`config.mk`:
```
export PLATFORM = sky130hd
export DESIGN_NAME = instruction_fetch_flat
export DESIGN_NICKNAME = d
export VERILOG_FILES = /design/src/rtl/cpu_pkg.sv /design/src/rtl/instruction_fetch_if.sv /design/src/rtl/instruction_fetch_pc_next.sv /design/src/rtl/instruction_fetch.sv /design/src/flat_wrapper.sv
export SDC_FILE = /design/constraint.sdc
export NUM_CORES = 1
export LEC_CHECK = 0
export BUFFER_PORTS_ARGS = -buffer_cell sky130_fd_sc_hd__buf_4
export CAP_MARGIN = 15
export CORE_UTILIZATION = 30
export CTS_BUF_LIST = sky130_fd_sc_hd__clkbuf_8
export DETAILED_ROUTE_END_ITERATION = 7
export HOLD_SLACK_MARGIN = 0.06
export PLACE_DENSITY_LB_ADDON = 0.3
export SYNTH_ARGS = -nofsm -noshare
export SYNTH_HDL_FRONTEND = slang
export SYNTH_SLANG_ARGS = --single-unit
```
`constraint.sdc`:
```
create_clock -name Clock -period 3.6 [get_ports Clock]
set_input_delay 0.54 -clock Clock [delete_from_list [all_inputs] [get_ports Clock]]
set_output_delay 0.54 -clock Clock [all_outputs]
set_load 0.05 [all_outputs]
```
`src/rtl/cpu_pkg.sv`:
```
// rtl/cpu_pkg.sv - shared CPU types: fetch state enum, opcode constants, default PC width
package cpu_pkg;

  localparam int DEFAULT_PC_WIDTH = 16;

  typedef enum logic [1:0] {
    IDLE  = 2'd0,
    FETCH = 2'd1,
    VALID = 2'd2
  } fetchState_e;

  localparam logic [3:0] OP_RTYPE  = 4'b0000;
  localparam logic [3:0] OP_ADDSUB = 4'b0001;
  localparam logic [3:0] OP_SHIFT  = 4'b0010;
  localparam logic [3:0] OP_ADDI   = 4'b1001;
  localparam logic [3:0] OP_SUBI   = 4'b1010;
  localparam logic [3:0] OP_SLTI   = 4'b1011;
  localparam logic [3:0] OP_LW     = 4'b1100;
  localparam logic [3:0] OP_SW     = 4'b1101;
  localparam logic [3:0] OP_BEQ    = 4'b1111;

endpackage

```
`src/rtl/instruction_fetch_if.sv`:
```
// rtl/instruction_fetch_if.sv - instruction-memory request/acknowledge bus
interface instruction_fetch_if #(
  parameter int PC_WIDTH = 16
);
  logic                IMemReq;
  logic [PC_WIDTH-1:0] IMemAddr;
  logic                IMemAck;
  logic [15:0]         IMemData;

  modport master (
    output IMemReq,
    output IMemAddr,
    input  IMemAck,
    input  IMemData
  );

  modport slave (
    input  IMemReq,
    input  IMemAddr,
    output IMemAck,
    output IMemData
  );
endinterface

```
`src/rtl/instruction_fetch_pc_next.sv`:
```
// rtl/instruction_fetch_pc_next.sv - combinational next-PC selection (sequential or taken BEQ)
module pc_next #(
  parameter int PC_WIDTH = 16
) (
  input  logic [PC_WIDTH-1:0] PC,
  input  logic [PC_WIDTH-1:0] BranchImm,
  input  logic                Branch,
  input  logic                Zero,
  output logic [PC_WIDTH-1:0] PCPlus2,
  output logic [PC_WIDTH-1:0] NextPC
);

  logic [PC_WIDTH-1:0] byteOffset;
  // The offset is in words; its MSB falls off the top when scaled to bytes.
  logic                unusedImmMsb;

  assign unusedImmMsb = BranchImm[PC_WIDTH-1];
  assign byteOffset   = {BranchImm[PC_WIDTH-2:0], 1'b0};

  // Sequential and branch targets both wrap modulo 2^PC_WIDTH.
  always_comb begin
    PCPlus2 = PC + PC_WIDTH'(2);
    NextPC  = PCPlus2;
    if (Branch && Zero) begin
      NextPC = PCPlus2 + byteOffset;
    end
  end

endmodule

```
`src/rtl/instruction_fetch.sv`:
```
// rtl/instruction_fetch.sv - fetch stage FSM; optional fetch timeout under IF_TIMEOUT_EN
module instruction_fetch
  import cpu_pkg::*;
#(
  parameter int                  PC_WIDTH       = DEFAULT_PC_WIDTH,
  parameter logic [PC_WIDTH-1:0] RESET_PC       = '0,
  parameter logic [7:0]          TIMEOUT_CYCLES = 8'd16
) (
  input  logic                 Clock,
  input  logic                 Reset_n,
  input  logic                 Stall,
  input  logic                 Branch,
  input  logic                 Zero,
  input  logic [PC_WIDTH-1:0]  BranchImm,
  instruction_fetch_if.master  imem,
  output logic [15:0]          Instruction,
  output logic [3:0]           OPCODE,
  output logic                 InstrValid,
  output logic [PC_WIDTH-1:0]  PC,
  output logic [PC_WIDTH-1:0]  PCPlus2,
  output logic                 FetchError
);

  fetchState_e         state;
  logic [PC_WIDTH-1:0] pcReg;
  logic [PC_WIDTH-1:0] nextPc;
  logic [15:0]         instrReg;
  logic                validReg;
  logic                reqReg;

  pc_next #(.PC_WIDTH(PC_WIDTH)) uPcNext (
    .PC        (pcReg),
    .BranchImm (BranchImm),
    .Branch    (Branch),
    .Zero      (Zero),
    .PCPlus2   (PCPlus2),
    .NextPC    (nextPc)
  );

  assign PC            = pcReg;
  assign Instruction   = instrReg;
  assign OPCODE        = instrReg[15:12];
  assign InstrValid    = validReg;
  assign imem.IMemReq  = reqReg;
  assign imem.IMemAddr = pcReg;

`ifdef IF_TIMEOUT_EN
  logic [7:0] timeoutCnt;
  logic       errReg;
  logic       timeoutHit;

  assign timeoutHit = (state == FETCH) && reqReg && !imem.IMemAck &&
                      (timeoutCnt == TIMEOUT_CYCLES - 8'd1);
  assign FetchError = errReg;

  // Count unacknowledged request cycles; on expiry flag the error and restart the count.
  always_ff @(posedge Clock or negedge Reset_n) begin
    if (!Reset_n) begin
      timeoutCnt <= 8'd0;
      errReg     <= 1'b0;
    end else if (state != FETCH || !reqReg || imem.IMemAck) begin
      timeoutCnt <= 8'd0;
    end else if (timeoutHit) begin
      timeoutCnt <= 8'd0;
      errReg     <= 1'b1;
    end else begin
      timeoutCnt <= timeoutCnt + 8'd1;
    end
  end
`else
  logic unusedTimeout;
  assign unusedTimeout = ^TIMEOUT_CYCLES;
  assign FetchError    = 1'b0;
`endif

  // Fetch FSM: request, capture on ack, hold while stalled, then advance PC.
  always_ff @(posedge Clock or negedge Reset_n) begin
    if (!Reset_n) begin
      state    <= IDLE;
      pcReg    <= RESET_PC;
      instrReg <= 16'h0000;
      validReg <= 1'b0;
      reqReg   <= 1'b0;
    end else begin
      unique case (state)
        IDLE: begin
          state  <= FETCH;
          reqReg <= 1'b1;
        end
        FETCH: begin
          if (reqReg && imem.IMemAck) begin
            instrReg <= imem.IMemData;
            validReg <= 1'b1;
            reqReg   <= 1'b0;
            state    <= VALID;
          end
`ifdef IF_TIMEOUT_EN
          // One-cycle request gap after a timeout, then re-request the same address.
          else if (!reqReg) begin
            reqReg <= 1'b1;
          end else if (timeoutHit) begin
            reqReg <= 1'b0;
          end
`endif
        end
        VALID: begin
          if (!Stall) begin
            pcReg    <= nextPc;
            validReg <= 1'b0;
            reqReg   <= 1'b1;
            state    <= FETCH;
          end
        end
        default: begin
          state  <= IDLE;
          reqReg <= 1'b0;
        end
      endcase
    end
  end

endmodule
```
`src/flat_wrapper.sv`:
```
// flat-port wrapper written by rule: the top's interface ports become plain ports
module instruction_fetch_flat import cpu_pkg::*;
#(
  parameter int                  PC_WIDTH       = DEFAULT_PC_WIDTH,
  parameter logic [PC_WIDTH-1:0] RESET_PC       = '0,
  parameter logic [7:0]          TIMEOUT_CYCLES = 8'd16
)
  (Clock, Reset_n, Stall, Branch, Zero, BranchImm, Instruction, OPCODE, InstrValid, PC, PCPlus2, FetchError, imem_IMemReq, imem_IMemAddr, imem_IMemAck, imem_IMemData);
  instruction_fetch_if #(.PC_WIDTH(PC_WIDTH)) imem_i ();
  input  logic Clock;
  input  logic Reset_n;
  input  logic Stall;
  input  logic Branch;
  input  logic Zero;
  input  logic [PC_WIDTH-1:0] BranchImm;
  output logic [15:0] Instruction;
  output logic [3:0] OPCODE;
  output logic InstrValid;
  output logic [PC_WIDTH-1:0] PC;
  output logic [PC_WIDTH-1:0] PCPlus2;
  output logic FetchError;
  output wire logic [$bits(imem_i.IMemReq)-1:0] imem_IMemReq;
  output wire logic [$bits(imem_i.IMemAddr)-1:0] imem_IMemAddr;
  input wire logic [$bits(imem_i.IMemAck)-1:0] imem_IMemAck;
  input wire logic [$bits(imem_i.IMemData)-1:0] imem_IMemData;
  assign imem_IMemReq = imem_i.IMemReq;
  assign imem_IMemAddr = imem_i.IMemAddr;
  assign imem_i.IMemAck = imem_IMemAck;
  assign imem_i.IMemData = imem_IMemData;
  instruction_fetch #(.PC_WIDTH(PC_WIDTH), .RESET_PC(RESET_PC), .TIMEOUT_CYCLES(TIMEOUT_CYCLES)) u_core (.Clock(Clock), .Reset_n(Reset_n), .Stall(Stall), .Branch(Branch), .Zero(Zero), .BranchImm(BranchImm), .imem(imem_i), .Instruction(Instruction), .OPCODE(OPCODE), .InstrValid(InstrValid), .PC(PC), .PCPlus2(PCPlus2), .FetchError(FetchError));
endmodule
```
==> results.py, run 1 <==
metrics = {
    "timing": {
        "worst_slew_pin_slew_ns": 0.873,
        "slew-limit-headroom_pct": 41.6,
        "tns_ns": 0,
        "fin_skew_ns": 0.00681,
        "rsz0062_at_grt": "no",
        "finalCriticalPeriod_ns": 3.26,
        "fmaxAchievable_mhz": 307,
        "maxSlewViolCount": 0,
        "period_share_pct": 90.5,
        "hold_viol": 0,
        "finalSetupViolCount": 0,
    },
    "route": {
        "avgViaCountPerCell": 4.94,
        "drtIter0Drc": 46,
        "first_pass_iters": 5,
        "wire_per_inst_um": 14.9,
        "vias": 2358,
        "route.detailed.drc": 0,
        "antenna_left": 0,
        "drt_wl_total_um": 7110,
    },
    "worst_setup_path": {
        "rr_endpoint": "u_core.PC[15]",
        "max_stage_delay_ns": 0.47,
        "r2r_cells": 13,
        "cp-start-kind": "register",
        "cp_max_fo": 7,
        "crit_path_top_delay_cell": "dfrtp_2",
        "timing.critical_path.mode_cell": "nand4_1",
        "crit_path_cell_trace": "and3_1, nand3_2, nor2_4, nand4_1, xnor2_4, ha_1, nand4_1, a2111oi_1, buf_4, a21boi_0, a31oi_1, nand2_1, xor2_1",
        "cp-end-kind": "register",
        "regToRegStartpoint": "u_core.PC[3]",
        "reg2reg_slack_ns": 0.34,
        "arrival_ns": 3.47,
        "path_class": "register to register",
        "setup.worst_path.start": "u_core.PC[3]",
        "required_ns": 3.81,
    },
    "clock_tree": {
        "cts_num_sinks": 34,
        "cts_tree": "yes",
        "cts.htree.levels": 2,
        "clkTransAtPathRegs_ns": 0.07,
        "clockRootBuffer": "clkbuf_8",
        "clk_latency_ns": 0.29,
        "ctsLongestPathBuffers": 2,
        "cts_made_buffers": 5,
    },
    "synth": {
        "ys_warn_count": 0,
        "syn_area_per_cell_um2": 9.23,
        "syn_area_um2": 2630,
        "syn_inst": 285,
        "async_flop_share_pct": 100,
        "synth_cell_types": 55,
        "synth_top_area_share_pct": 32.4,
        "synthTopCellsByArea": "dfrtp_1 32%, ha_1 8.6%, mux2_2 7.3%",
        "synth_top_area_cell": "dfrtp_1",
        "synth-edff-count": 0,
        "synth-seq-cells": 34,
        "yosysSeqAreaShare_pct": 32.4,
        "ys.flop_type": "dfrtp_1",
    },
    "outcome": {
        "status": "finished clean",
    },
    "placement": {
        "place_congestion": 0.787,
        "dp_hpwl_um": 5460,
        "io_buffers": 103,
    },
    "floorplanning": {
        "fp.dieH_um": 95.6,
        "io-pin-count": 109,
        "fp-row-count": 33,
        "die_area_um2": 9150,
        "die_w_um": 95.6,
        "initial_core_util_pct": 31.5,
        "core_area_um2": 8340,
    },
    "grt": {
        "grt_pass1_wl_um": 10900,
        "grt_util_all_layers_pct": 15.7,
        "antenna_found_initial": 0,
        "grt_max_degree": 35,
        "grt_overflow": 0,
        "first_global_vias": 2209,
    },
    "job": {
        "max-cap-violations": 0,
    },
    "final_layout": {
        "drive_gt1_share_pct": 43.0,
        "num-nets-final": 428,
        "num_antenna_cells": 0,
        "n_fill_cell": 832,
        "synthToLayoutAreaGrowth_pct": 36.1,
    },
    "hold_path": {
        "hold_path.class": "primary input to async pin",
    },
}
## flip-flops by register name (all words and copies together), names as in the netlist
register and count:
u_core.PC 15, u_core.InstrValid 1, u_core.Instruction 16, u_core.state 2
## cells by family (layout without fill, tap and decap cells)
family          after synthesis  count (layout)  synth area share [%]
compound gates               66              66                  15.9
xor+xnor                     24              24                  7.99
fa+ha+maj                    19              19                  9.32
buf+inv                      40             124                  9.09
flops                        34              34                  32.4
mux                          17              17                  7.28
other cells                   1               4                 0.143
simple gates                 84              84                  17.9
## synth_stat cells (all sizes together), types with 2 or more instances
| cell type | number |
|---|---|
| or3b | 2 |
| nor3 | 2 |
| and2 | 2 |
| o211ai | 3 |
| clkbuf | 8 |
| nand2b | 2 |
| nor3b | 2 |
| xor2 | 8 |
| a21oi | 22 |
| mux2 | 17 |
| nand2 | 22 |
| a2111oi | 2 |
| a21boi | 2 |
| and3 | 4 |
| inv | 7 |
| a31oi | 3 |
| buf | 25 |
| o21ai | 17 |
| xnor2 | 16 |
| nor2 | 18 |
| ha | 18 |
| and2b | 2 |
| a21o | 7 |
| nand3 | 13 |
| nor4 | 3 |
| dfrtp | 34 |
| nand4 | 7 |
| o22ai | 2 |
## worst max-delay path by stage
stage               endpoint  slack [ns]  depth (start not counted)
6_report       u_core.PC[15]        0.34                         13
5_1_grt        u_core.PC[15]        0.05                         13
4_1_cts        u_core.PC[15]        0.22                         13
3_5_place_dp   u_core.PC[15]        0.27                         13
3_3_place_gp   u_core.PC[15]        0.35                         13
2_1_floorplan  u_core.PC[15]       0.001                         12
## what timing repair did
item                       CTS  global route
setup endpoints to repair    0             1
gates resized for setup      0             2
buffers inserted             0             0
hold buffers                 0             0
## area by class of cell
type | count | area (um^2) | share of cell area [%]
multi-input combinational | 214 | 1660 | 46.4
tap | 105 | 131 | 3.67
clock inverter | 2 | 8.76 | 0.245
sequential | 34 | 852 | 23.8
inverter | 7 | 26.3 | 0.734
clock buffer | 6 | 82.6 | 2.31
timing repair buffer | 109 | 818 | 22.9
## critical path: cells and delay by family, from the launching register on
kind                     cells  cell delay [ns]
AND/OR/NAND/NOR              6             1.15
adder cells (fa/ha/maj)      1             0.41
flip-flops                   1             0.47
buffers and inverters        1             0.20
AO/OA/AOI/OAI                3             0.63
XOR/XNOR                     2             0.34
## per-stage QoR
step | instances | worst slack [ns] | utilization (%) | hold WS [ns] | area [um^2]
after floorplan | 288 | 0.00128 | - | 0.244 | 2740
after global placement | 469 | 0.350 | 41.7 | 0.463 | 3480
after detailed placement | 469 | 0.267 | 41.7 | 0.478 | 3480
after CTS | 477 | 0.216 | 42.8 | 0.213 | 3570
after global routing | 477 | 0.0453 | 42.9 | 0.234 | 3580
final | 477 | 0.342 | 42.9 | 0.200 | 3580
## per-layer routing
layer	global-route usage, %	wire [um]	part of all wire (%)
met2	26.4	3640	51
met1	20.6	3120	44
met5	0	0	0
met3	3.11	309	4.3
met4	3.48	44	0.62
## cells in the final DEF, fill, tap and decap left out, drive strengths merged, types with 13 or more instances in the layout
master,instances
mux2,17
a21oi,22
xnor2,16
buf,109
ha,18
nor2,18
nand2,22
dfrtp,34
nand3,13
o21ai,17
Power of run 1 is not shown: default switching activity piles up to over one toggle a cycle in this logic, so the estimate is an artifact.
==> run 2: changes to the inputs <==
--- a/config.mk
+++ b/config.mk
@@ -5,8 +5,9 @@
 export SDC_FILE = /design/constraint.sdc
 export NUM_CORES = 1
 export LEC_CHECK = 0
+export ABC_AREA = 1
 export BUFFER_PORTS_ARGS = -buffer_cell sky130_fd_sc_hd__buf_4
-export CAP_MARGIN = 15
+export CAP_MARGIN = 20
 export CORE_UTILIZATION = 30
 export CTS_BUF_LIST = sky130_fd_sc_hd__clkbuf_8
 export DETAILED_ROUTE_END_ITERATION = 7
==> run 2 against run 1 <==
Effect of this change:
- cell count up 21%
- setup slack better by 0.44 ns
- design area up 1.5%
- sequential share of layout area down 0.39 points
- wire length up 2.0%
- via count up 13%
- register-to-register slack better by 0.44 ns
- critical path type unchanged
- highest routed layer unchanged
==> results.py, run 2 <==
metrics = {
    "worst_setup_path": {
        "required_ns": 3.76,
        "cp-end-kind": "register",
        "crit_path_top_delay_cell": "dfrtp_1",
        "crit_path_cell_trace": "ha_1, nand3_2, nor2_4, nand2_1, xor2_1, ha_1, nand2_1, inv_1, nand2_1, nand2_1, inv_1, nand2_1, or2_2, nand3_1, a21boi_0",
        "max_stage_delay_ns": 0.50,
        "arrival_ns": 2.97,
        "path_class": "register to register",
        "cp_max_fo": 7,
        "timing.critical_path.mode_cell": "nand2_1",
        "cp-start-kind": "register",
    },
    "floorplanning": {
        "die_w_um": 99.0,
        "io-pin-count": 109,
        "fp-row-count": 35,
        "fp.dieH_um": 99.0,
        "die_area_um2": 9790,
        "initial_core_util_pct": 30.8,
        "core_area_um2": 9150,
    },
    "timing": {
        "finalCriticalPeriod_ns": 2.82,
        "period_share_pct": 78.2,
        "fin_skew_ns": 0.0118,
        "whs_ns": 0.188,
        "maxSlewViolCount": 0,
        "slew-limit-headroom_pct": 51.0,
        "worst_slew_pin_slew_ns": 0.733,
        "fmaxAchievable_mhz": 355,
        "rsz0062_at_grt": "no",
        "hold_viol": 0,
        "finalSetupViolCount": 0,
        "tns_ns": 0,
    },
    "clock_tree": {
        "cts_tree": "yes",
        "clkTransAtPathRegs_ns": 0.07,
        "post-cts-setup-buffers": 0,
        "ctsLongestPathBuffers": 2,
        "cts_made_buffers": 5,
        "cts_resized": 0,
        "clk_latency_ns": 0.29,
        "cts.htree.levels": 2,
        "cts_num_sinks": 34,
        "clockRootBuffer": "clkbuf_8",
        "postCtsHoldBufs": 0,
    },
    "hold_path": {
        "hold_path.class": "primary input to async pin",
    },
    "synth": {
        "synth.most_common_cell": "nand2_1",
        "async_flop_share_pct": 100,
        "ys_warn_count": 0,
        "synth-edff-count": 0,
        "synthTopCellsByArea": "dfrtp_1 30%, nand2_1 15%, ha_1 8.0%",
        "synth_top_area_share_pct": 30.2,
        "synth_top_area_cell": "dfrtp_1",
        "yosysSeqAreaShare_pct": 30.2,
        "synth_top_cells_by_count": "112 x nand2_1, 42 x inv_1, 34 x dfrtp_1",
        "synth_cell_types": 37,
        "syn_area_um2": 2820,
        "syn_area_per_cell_um2": 7.46,
        "synth-seq-cells": 34,
        "syn_inst": 378,
        "ys.flop_type": "dfrtp_1",
    },
    "route": {
        "highest_layer": "met4",
        "avgViaCountPerCell": 4.64,
        "drtIter0Drc": 82,
        "antenna_left": 0,
        "drt_wl_total_um": 7250,
        "m1WireLength_um": 3200,
        "first_pass_iters": 4,
        "wl_met3_um": 506,
        "vias": 2667,
        "wl_met2_um": 3390,
        "wire_per_inst_um": 12.6,
        "route.detailed.drc": 0,
    },
    "final_layout": {
        "n_fill_cell": 943,
        "num-nets-final": 520,
        "largest_reg_flops": 16,
        "most-common-layout-cells": "112 x nand2_1, 103 x buf_4, 42 x inv_1, 34 x dfrtp_1, 22 x nand3_1",
        "synthToLayoutAreaGrowth_pct": 28.9,
        "drive_gt1_share_pct": 33.0,
        "final_common_cell": "nand2_1",
        "num_antenna_cells": 0,
    },
    "grt": {
        "grt_max_degree": 35,
        "first_global_vias": 2644,
        "grt_util_all_layers_pct": 15.2,
        "grt_overflow": 0,
        "grt_pass1_wl_um": 11900,
        "antenna_found_initial": 0,
    },
    "placement": {
        "dp_hpwl_um": 5910,
        "place_congestion": 0.849,
        "io_buffers": 103,
    },
    "job": {
        "max-cap-violations": 0,
    },
    "outcome": {
        "status": "finished clean",
    },
}
run 2: cell types whose count changed in the layout (fill, tap and decap cells not counted), moves of 6 or more:
| cell | previous run | this run |
|---|---|---|
| nand3_1 | 11 | 22 |
| xnor2_2 | 7 | 1 |
| o21ai_0 | 16 | 10 |
| xnor2_1 | 8 | 0 |
| inv_1 | 8 | 42 |
| nand2_1 | 21 | 112 |
| buf_4 | 109 | 103 |
run 2: layer usage:
layer	vias up	track usage, %
li1	1359	-
met1	1206	18.2
met2	88	26.1
met3	14	3.62
met4	0	6.54
met5	-	0
run 2: worst paths after layout:
path                                         end  slack (ns)  depth (start not counted)         startpoint
min in group Clock               u_core.state[0]        0.43                          2       imem_IMemAck
min                        u_core.Instruction[5]        0.19                          1            Reset_n
max in group asynchronous           u_core.PC[5]        3.09                          1            Reset_n
max                                u_core.PC[11]        0.78                         15       u_core.PC[1]
min reg2reg                    u_core.InstrValid        0.48                          2  u_core.InstrValid
max reg2reg                        u_core.PC[11]        0.78                         15       u_core.PC[1]
run 2: cell type report:
type / instances / area (um^2) / area share (%)
Clock buffer: 6 / 82.6 / 2.27
Clock inverter: 2 / 12.5 / 0.344
Inverter: 46 / 173 / 4.75
Multi-Input combinational cell: 273 / 1600 / 44.1
Sequential cell: 34 / 851 / 23.4
Tap cell: 111 / 139 / 3.82
Timing Repair Buffer: 103 / 773 / 21.3
run 2: cells by family after synthesis:
family                   Yosys count  synth area share, %
buffers and inverters             74                 13.4
adder cells (fa/ha/maj)           19                 8.70
flip-flops                        34                 30.2
other                              1                0.133
XOR/XNOR                          10                 3.37
AND/OR/NAND/NOR                  181                 28.9
multiplexers                      16                 6.39
AO/OA/AOI/OAI                     43                 9.01
run 2: critical path: cells and delay by family (launching register included):
family | cells | cell delay, ns
fa+ha+maj | 2 | 0.58
xor+xnor | 1 | 0.32
compound gates | 1 | 0.11
buf+inv | 2 | 0.11
simple gates | 9 | 1.06
flops | 1 | 0.50
run 2: stage by stage:
| step | util (%) | instance area (um^2) | cells | worst slack [ns] |
|---|---|---|---|---|
| global placement | 38.7 | 3540 | 567 | 0.806 |
| floorplan | - | 2830 | 381 | 0.0734 |
| finish | 39.7 | 3630 | 575 | 0.783 |
| detailed placement | 38.7 | 3540 | 567 | 0.752 |
| global route | 39.7 | 3630 | 575 | 0.453 |
| CTS | 39.7 | 3630 | 575 | 0.746 |
Power of run 2 is left out for the same reason.
